File: src/rtl/out_drain_fifo_if.sv
// out_drain_fifo_if: word stream into the drain FIFO and consumer handshake out of it.
//   dataoutvx3 / dataoutx3 : x3-stage output valid and data (no back-pressure)
//   out_valid / out_data   : head entry presented to the consumer
//   out_ready              : consumer accepts the head entry this cycle
// modport master : the FIFO side (takes the stream, drives the consumer channel)
// modport slave  : the environment (drives the stream, consumes the head entry)
interface out_drain_fifo_if #(
    parameter int DATA_W = 16
);
    logic              dataoutvx3;
    logic [DATA_W-1:0] dataoutx3;
    logic              out_valid;
    logic [DATA_W-1:0] out_data;
    logic              out_ready;

    modport master (
        input  dataoutvx3, dataoutx3, out_ready,
        output out_valid, out_data
    );

    modport slave (
        output dataoutvx3, dataoutx3, out_ready,
        input  out_valid, out_data
    );
endinterface

File: src/rtl/out_drain_fifo.sv
// out_drain_fifo: circular FIFO behind the outputs register. The pipeline cannot
// stall, so an incoming word is either stored or dropped. A drop sets a sticky
// overflow flag and bumps a saturating counter.
// Ports:
//   clock, reset  : system clock, synchronous active-high reset
//   bus (master)  : dataoutvx3/dataoutx3 in, out_valid/out_data/out_ready to consumer
//   fill_level    : occupied entries (0..DEPTH)
//   almost_full   : fill_level >= AF_LEVEL
//   overflow      : sticky, at least one word dropped since the last clear
//   drop_count    : dropped words, saturates at all-ones
//   clr_overflow  : clears overflow and drop_count
module out_drain_fifo #(
    parameter int DATA_W   = 16,
    parameter int DEPTH    = 8,
    parameter int AF_LEVEL = 6,
    parameter int CNT_W    = 8
) (
    input  logic                     clock,
    input  logic                     reset,
    out_drain_fifo_if.master         bus,
    output logic [$clog2(DEPTH):0]   fill_level,
    output logic                     almost_full,
    output logic                     overflow,
    output logic [CNT_W-1:0]         drop_count,
    input  logic                     clr_overflow
);
    localparam int PTR_W = $clog2(DEPTH);
    localparam int LVL_W = PTR_W + 1;

    typedef logic [DATA_W-1:0] t_data;

    t_data            mem [DEPTH];
    logic [PTR_W-1:0] rd_ptr, wr_ptr;

    logic             full, pop, push_ok, drop;
    logic [LVL_W-1:0] fill_nxt;

    // Head entry comes straight from storage; no bypass from the write port,
    // so a fresh word becomes visible one cycle after it is pushed. Gating with
    // out_valid keeps out_data at zero while empty (storage is never cleared).
    assign bus.out_valid = (fill_level != '0);
    assign bus.out_data  = bus.out_valid ? mem[rd_ptr] : '0;

    assign full    = (fill_level == LVL_W'(DEPTH));
    assign pop     = bus.out_valid & bus.out_ready;
    // A full FIFO still accepts a word when the head leaves in the same cycle.
    assign push_ok = bus.dataoutvx3 & (~full | pop);
    assign drop    = bus.dataoutvx3 & full & ~pop;

    always_comb begin
        fill_nxt = fill_level;
        if (push_ok && !pop)
            fill_nxt = fill_level + LVL_W'(1);
        else if (pop && !push_ok)
            fill_nxt = fill_level - LVL_W'(1);
    end

    // Storage has no reset; words written during reset are unreachable
    // because the pointers are cleared.
    always_ff @(posedge clock) begin
        if (!reset && push_ok)
            mem[wr_ptr] <= bus.dataoutx3;
    end

    always_ff @(posedge clock) begin
        if (reset) begin
            rd_ptr      <= '0;
            wr_ptr      <= '0;
            fill_level  <= '0;
            almost_full <= 1'b0;
            overflow    <= 1'b0;
            drop_count  <= '0;
        end else begin
            if (push_ok)
                wr_ptr <= wr_ptr + PTR_W'(1);
            if (pop)
                rd_ptr <= rd_ptr + PTR_W'(1);
            fill_level  <= fill_nxt;
            almost_full <= (fill_nxt >= LVL_W'(AF_LEVEL));

            // Clear wins over a same-cycle drop for the flag, but that drop
            // is still counted.
            if (clr_overflow) begin
                overflow   <= 1'b0;
                drop_count <= drop ? CNT_W'(1) : '0;
            end else if (drop) begin
                overflow <= 1'b1;
                if (drop_count != '1)
                    drop_count <= drop_count + CNT_W'(1);
            end
        end
    end
endmodule

File: src/flat_wrapper.sv
// flat-port wrapper written by rule: the top's interface ports become plain ports
module out_drain_fifo_flat 
#(
    parameter int DATA_W   = 16,
    parameter int DEPTH    = 8,
    parameter int AF_LEVEL = 6,
    parameter int CNT_W    = 8
)
  (clock, reset, fill_level, almost_full, overflow, drop_count, clr_overflow, bus_dataoutvx3, bus_dataoutx3, bus_out_ready, bus_out_valid, bus_out_data);
  out_drain_fifo_if #(.DATA_W(DATA_W)) bus_i ();
  input  logic clock;
  input  logic reset;
  output logic [$clog2(DEPTH):0] fill_level;
  output logic almost_full;
  output logic overflow;
  output logic [CNT_W-1:0] drop_count;
  input  logic clr_overflow;
  input wire logic [$bits(bus_i.dataoutvx3)-1:0] bus_dataoutvx3;
  input wire logic [$bits(bus_i.dataoutx3)-1:0] bus_dataoutx3;
  input wire logic [$bits(bus_i.out_ready)-1:0] bus_out_ready;
  output wire logic [$bits(bus_i.out_valid)-1:0] bus_out_valid;
  output wire logic [$bits(bus_i.out_data)-1:0] bus_out_data;
  assign bus_i.dataoutvx3 = bus_dataoutvx3;
  assign bus_i.dataoutx3 = bus_dataoutx3;
  assign bus_i.out_ready = bus_out_ready;
  assign bus_out_valid = bus_i.out_valid;
  assign bus_out_data = bus_i.out_data;
  out_drain_fifo #(.DATA_W(DATA_W), .DEPTH(DEPTH), .AF_LEVEL(AF_LEVEL), .CNT_W(CNT_W)) u_core (.clock(clock), .reset(reset), .bus(bus_i), .fill_level(fill_level), .almost_full(almost_full), .overflow(overflow), .drop_count(drop_count), .clr_overflow(clr_overflow));
endmodule
File: config.mk
export PLATFORM = sky130hd
export DESIGN_NAME = out_drain_fifo_flat
export DESIGN_NICKNAME = d
export VERILOG_FILES = /design/src/rtl/out_drain_fifo_if.sv /design/src/rtl/out_drain_fifo.sv /design/src/flat_wrapper.sv
export SDC_FILE = /design/constraint.sdc
export NUM_CORES = 1
export LEC_CHECK = 0
export CAP_MARGIN = 20
export CORE_ASPECT_RATIO = 1.25
export CORE_MARGIN = 5
export CORE_UTILIZATION = 52
export DETAILED_ROUTE_END_ITERATION = 10
export HOLD_SLACK_MARGIN = 0.02
export PLACE_DENSITY_LB_ADDON = 0.08
export SLEW_MARGIN = 5
export SYNTH_ARGS = -nofsm -noshare
export SYNTH_HDL_FRONTEND = slang
export SYNTH_SLANG_ARGS = --single-unit
File: constraint.sdc
create_clock -name clock -period 3.5 [get_ports clock]
set_input_delay 0.7 -clock clock [delete_from_list [all_inputs] [get_ports clock]]
set_output_delay 0.7 -clock clock [all_outputs]
set_load 0.01 [all_outputs]
# [After elaboration in Yosys (flattened, before gate mapping)]
# Memory sizes are Yosys's and may differ from the RTL's. A register that Yosys moved wholly into a read port is not among the register bits.
# Cells that the tools add are included.
# Widths: inputs -> output; s select.
[word_totals] memories=1 latchBits=0 output_inout_bits=31 romBits=0 reg_bits=20 ramBits=128
[memory_table] memory="u_core.mem" words=8 width=16 rd=1 rd_ports_with_merged_regs=1 wr=1 line_no="out_drain_fifo.sv:32" text="t_data mem [DEPTH];"
[op_classes] multipliers=0 muxes=11 shift=0 n_eq_ne=2 reduce_logical=11 n_lt_le_gt_ge=1 bitwise_logic=7 div=0 n_addsub=5
[ops] cell="$mux 8" count=3
[ops] cell="$mux 16" count=1
[ops] cell="$add 8x1->8 const B" count=1
[ops] cell="$mux 4" count=2
[ops] cell="$ne 8x8->1 const B" count=1
[ops] cell="$add 3x1->3 const B" count=2
[ops] cell="$mux 3" count=2
[ops] cell="$add 4x1->4 const B" count=1
[ops] cell="$and 1x1->1" count=4
[ops] cell="$eq 4x4->1 const B" count=1
[ops] cell="$ge 4x3->1 const B" count=1
[ops] cell="$reduce_bool 2->1" count=2
[ops] cell="$reduce_bool 4->1" count=1
[ops] cell="$sub 4x1->4 const B" count=1
[ops] cell="$logic_and 1x1->1" count=3
[ops] cell="$logic_not 1->1" count=3
[ops] cell="$mux 1" count=3
[ops] cell="$not 1->1" count=2
[ops] cell="$reduce_and 2->1" count=1
[ops] cell="$reduce_or 2->1" count=1
[ops] cell="$or 1x1->1" count=1

# [Longest topological paths before layout]
[logic_depth] word_depth=9 depth_mapped=8

# [Worst setup path before layout]
# No wires, ideal clock.
[synth_timing] path_kind="input -> register" startpoint="in bus_dataoutvx3" endpoint="mem u_core.mem[0][0] (netlist name) (enable)" setup_time_ns=0.436 t_required_ns=3.064 slack_ns=-0.026 cell_stages=4 path_buffers=2 arrival_ns=3.090 path_cell_list="clkbuf_1 -> buf_2 -> nand2_1 -> nor4b_1"
[synth_via] elab_chain_cells=4
[synth_rtl] item="from (decl)" line_no="flat_wrapper.sv:18" text="input wire logic [$bits(bus_i.dataoutvx3)-1:0] bus_dataoutvx3;"
[synth_rtl] item="$and 1x1->1" line_no="out_drain_fifo.sv:47" text="assign push_ok = bus.dataoutvx3 & (~full | pop);"
[synth_rtl] item="$logic_and 1x1->1" line_no="out_drain_fifo.sv:61" text="if (!reset && push_ok)"
[synth_rtl] item="$mux 1" line_no="out_drain_fifo.sv:61"
[synth_rtl] item="$mux 1 (not written as such)" line_no="out_drain_fifo.sv:62" text="mem[wr_ptr] <= bus.dataoutx3;"
[synth_rtl] item="to (decl)" line_no="out_drain_fifo.sv:32"
# Every way passes these cells.

==> results_dict.tcl <==
set metrics [dict create \
    grt_pass1_vias 3398 \
    setup_viol 0 \
    htree_num_levels 4 \
    fmax_mhz 315 \
    syn-mean-instance-area_um2 17.2 \
    start_util 0.525 \
    clockBufferDepth 2 \
    synth-simple-area-share 0.0694 \
    leakage_nw 2.43 \
    antenna_found_initial 0 \
    drt-pass1-iter-count 5 \
    drc 0 \
    holdCritPathClass "reg -> reg" \
    fin_crit_sh 0.908 \
    netSwitchingPower_mw 1.09 \
    synth_mux_area_frac 0.151 \
    yosys_warnings 0 \
    fillers 848 \
    n_antenna_cell 0 \
    clock_sinks 151 \
    async_flop_share 0 \
    chipHeight_um 131 \
    swShare 0.231 \
    cp_max_fo 10 \
    synth_fa_ha_area_frac 0.0104 \
    drv_slew 0 \
    synth_top_family_by_area "multiplexers" \
    seqPwrFrac 0.437 \
    yosysSeqAreaShare 0.712 \
    rsz0062_at_grt "no" \
    tns_ns 0 \
    ys_ff_latch 151 \
    port_buffers 51 \
    crit_type "reg -> out" \
    ant_nets 0 \
    arrival_ns 2.48 \
    clk_pin_slew_ns 0.06 \
    hold_ws_ns 0.481 \
    internal-power_mw 3.62 \
    clk_latency_ns 0.41 \
    synth_top_flop_cell "edfxtp_1" \
    maxCapViolCount 0 \
    combPwrFrac 0.166 \
    grt_max_degree 33 \
    cts_resized 0 \
    synth_compound_area_frac 0.0329 \
    grt_pass1_wl_um 18200 \
    die_w_um 106 \
    clkPwrFrac 0.397 \
    status "complete, no violations" \
    worst_slew_pin_slew_ns 0.795 \
    min_period_ns 3.18 \
    cp-start-kind "flop" \
    synth_edf_count 128 \
    ff_latch_area_um2 4310 \
    core_um2 11500 \
    powerDensity_nw_per_um2 631 \
    cts_root_buf "clkbuf_16" \
    hold_viol 0 \
    multi_input_area_um2 1670 \
    gr-total-overflow 0 \
    drive_gt1_frac 0.205 \
    numCtsBuffers 17 \
    synth_xor_area_frac 0.00580 \
    max-slew-margin-rel 0.469 \
    post-dp-hpwl_um 7110 \
    ir_drop_uv 460 \
    via_per_inst 5.70 \
    first_iter_violations 170 \
    synth_fp_nets 377 \
    cts_hold_buf 0 \
    skew_ns 0.0114 \
    cts_tree "done" \
    syn_inst 351 \
    io_pins 52 \
    grtUsageTotal 0.177 \
    cp.required_ns 2.80 \
    ys_types 39 \
    syn_area_um2 6040 \
    routedWlPerCell_um 19.9 \
    drt-total-wl_um 11400 \
    via_count 3259 \
    place_congestion 0.798 \
    cp-end-kind "output port" \
    post-cts-setup-buffer-count 0 \
    dieArea_um2 13900 \
    syn2layout_area_growth_pct 23.4 \
    rows 44 \
    nets 447 \
]
==> layout make-up <==
class / count / area share
Clock buffer: 19 / 0.0581
Clock inverter: 13 / 0.0242
Inverter: 8 / 0.00403
Multi-Input combinational cell: 173 / 0.224
Sequential cell: 151 / 0.578
Tap cell: 138 / 0.0232
Timing Repair Buffer: 70 / 0.0893
==> layout by cell type (no fill, tap or decap), drive strengths merged, types with 3 or more instances in the layout <==
master,count
or3,5
clkdlybuf4s50,51
buf,19
or4,3
a21oi,14
mux2i,19
o211ai,3
nand3,10
clkinv,7
mux4,32
xor2,4
bufinv,4
ha,5
nand2,9
dfxtp,23
nor2,29
inv,8
o21ai,5
edfxtp,128
clkbuf,19
nor3,8
==> path summary, 6_finish.rpt <==
check                  startpoint                 to  slack, ns  cells past startpoint
max                          flop    bus_out_data[1]       0.32                      5
min               u_core.overflow    u_core.overflow       0.48                      2
max reg2reg  u_core.fill_level[1]  u_core.mem[0][13]       1.31                      6
min reg2reg       u_core.overflow    u_core.overflow       0.48                      2
==> through the flow <==
| stage | instance area (um^2) | util | total power, mW | setup slack (ns) | instances |
|---|---|---|---|---|---|
| 2_1_floorplan | 6050 | - | 2.55 | 0.173 | 351 |
| 3_3_place_gp | 6840 | 0.595 | 2.89 | 0.669 | 540 |
| 3_5_place_dp | 6840 | 0.595 | 2.90 | 0.660 | 540 |
| 4_1_cts | 7450 | 0.648 | 4.76 | 0.236 | 572 |
| 5_1_grt | 7450 | 0.648 | 4.91 | 0.147 | 572 |
| 6_report | 7450 | 0.648 | 4.71 | 0.321 | 572 |
==> synth_stat cells, drive strengths merged, types with 2 or more instances <==
cell	instances	area share
edfxtp	128	0.64
mux4	32	0.12
nor2	29	0.018
dfxtp	23	0.076
mux2i	19	0.031
a21oi	14	0.012
buf	10	0.0081
nand3	10	0.0083
clkbuf	9	0.0056
nand2	9	0.0056
inv	8	0.0050
nor3	8	0.0066
ha	5	0.010
o21ai	5	0.0041
or3	5	0.0052
xor2	4	0.0058
o211ai	3	0.0037
or4	3	0.0037
and3	2	0.0021
and3b	2	0.0029
nand3b	2	0.0025
nor2b	2	0.0021
nor4	2	0.0021
o21bai	2	0.0025
o31ai	2	0.0025
==> power by group through the flow <==
| stage | sequential [mW] | clock [mW] | combinational (mW) |
|---|---|---|---|
| floorplan | 2.07 | 0 | 0.478 |
| global placement | 2.09 | 0 | 0.793 |
| detailed placement | 2.10 | 0 | 0.800 |
| CTS | 2.06 | 1.90 | 0.803 |
| global route | 2.06 | 1.99 | 0.853 |
| finish | 2.06 | 1.87 | 0.782 |
==> cell families (layout without fill, tap and decap cells) <==
| family | count (synthesis) | after routing |
|---|---|---|
| buffers and inverters | 27 | 110 |
| xor gates and xnor gates | 4 | 4 |
| adders and majority gates | 5 | 5 |
| DFF | 151 | 151 |
| muxes | 51 | 51 |
| AOI/OAI and AO/OA | 32 | 32 |
| and+or+nand+nor | 81 | 81 |
==> critical path, cell delays in order (launching register included) <==
cell,delay (ns)
dfxtp_2,0.56
buf_4,0.29
mux4_2,0.52
mux2i_1,0.14
nor2_1,0.08
clkdlybuf4s50_1,0.48
==> flip-flops by register name (all words and copies together) (netlist names), named ones only <==
name and flops:
u_core.rd_ptr 3, u_core.mem 128, u_core.wr_ptr 3, u_core.almost_full 1, u_core.fill_level 4, u_core.overflow 1, u_core.drop_count 8
==> per-layer routing <==
layer | global-route usage | wire length (um) | part of all wire
met5 | 0 | 0 | 0
met4 | 0.0617 | 167 | 0.015
met3 | 0.0550 | 464 | 0.041
met2 | 0.302 | 6080 | 0.53
met1 | 0.217 | 4690 | 0.41
(Power assumes the default switching activity.)
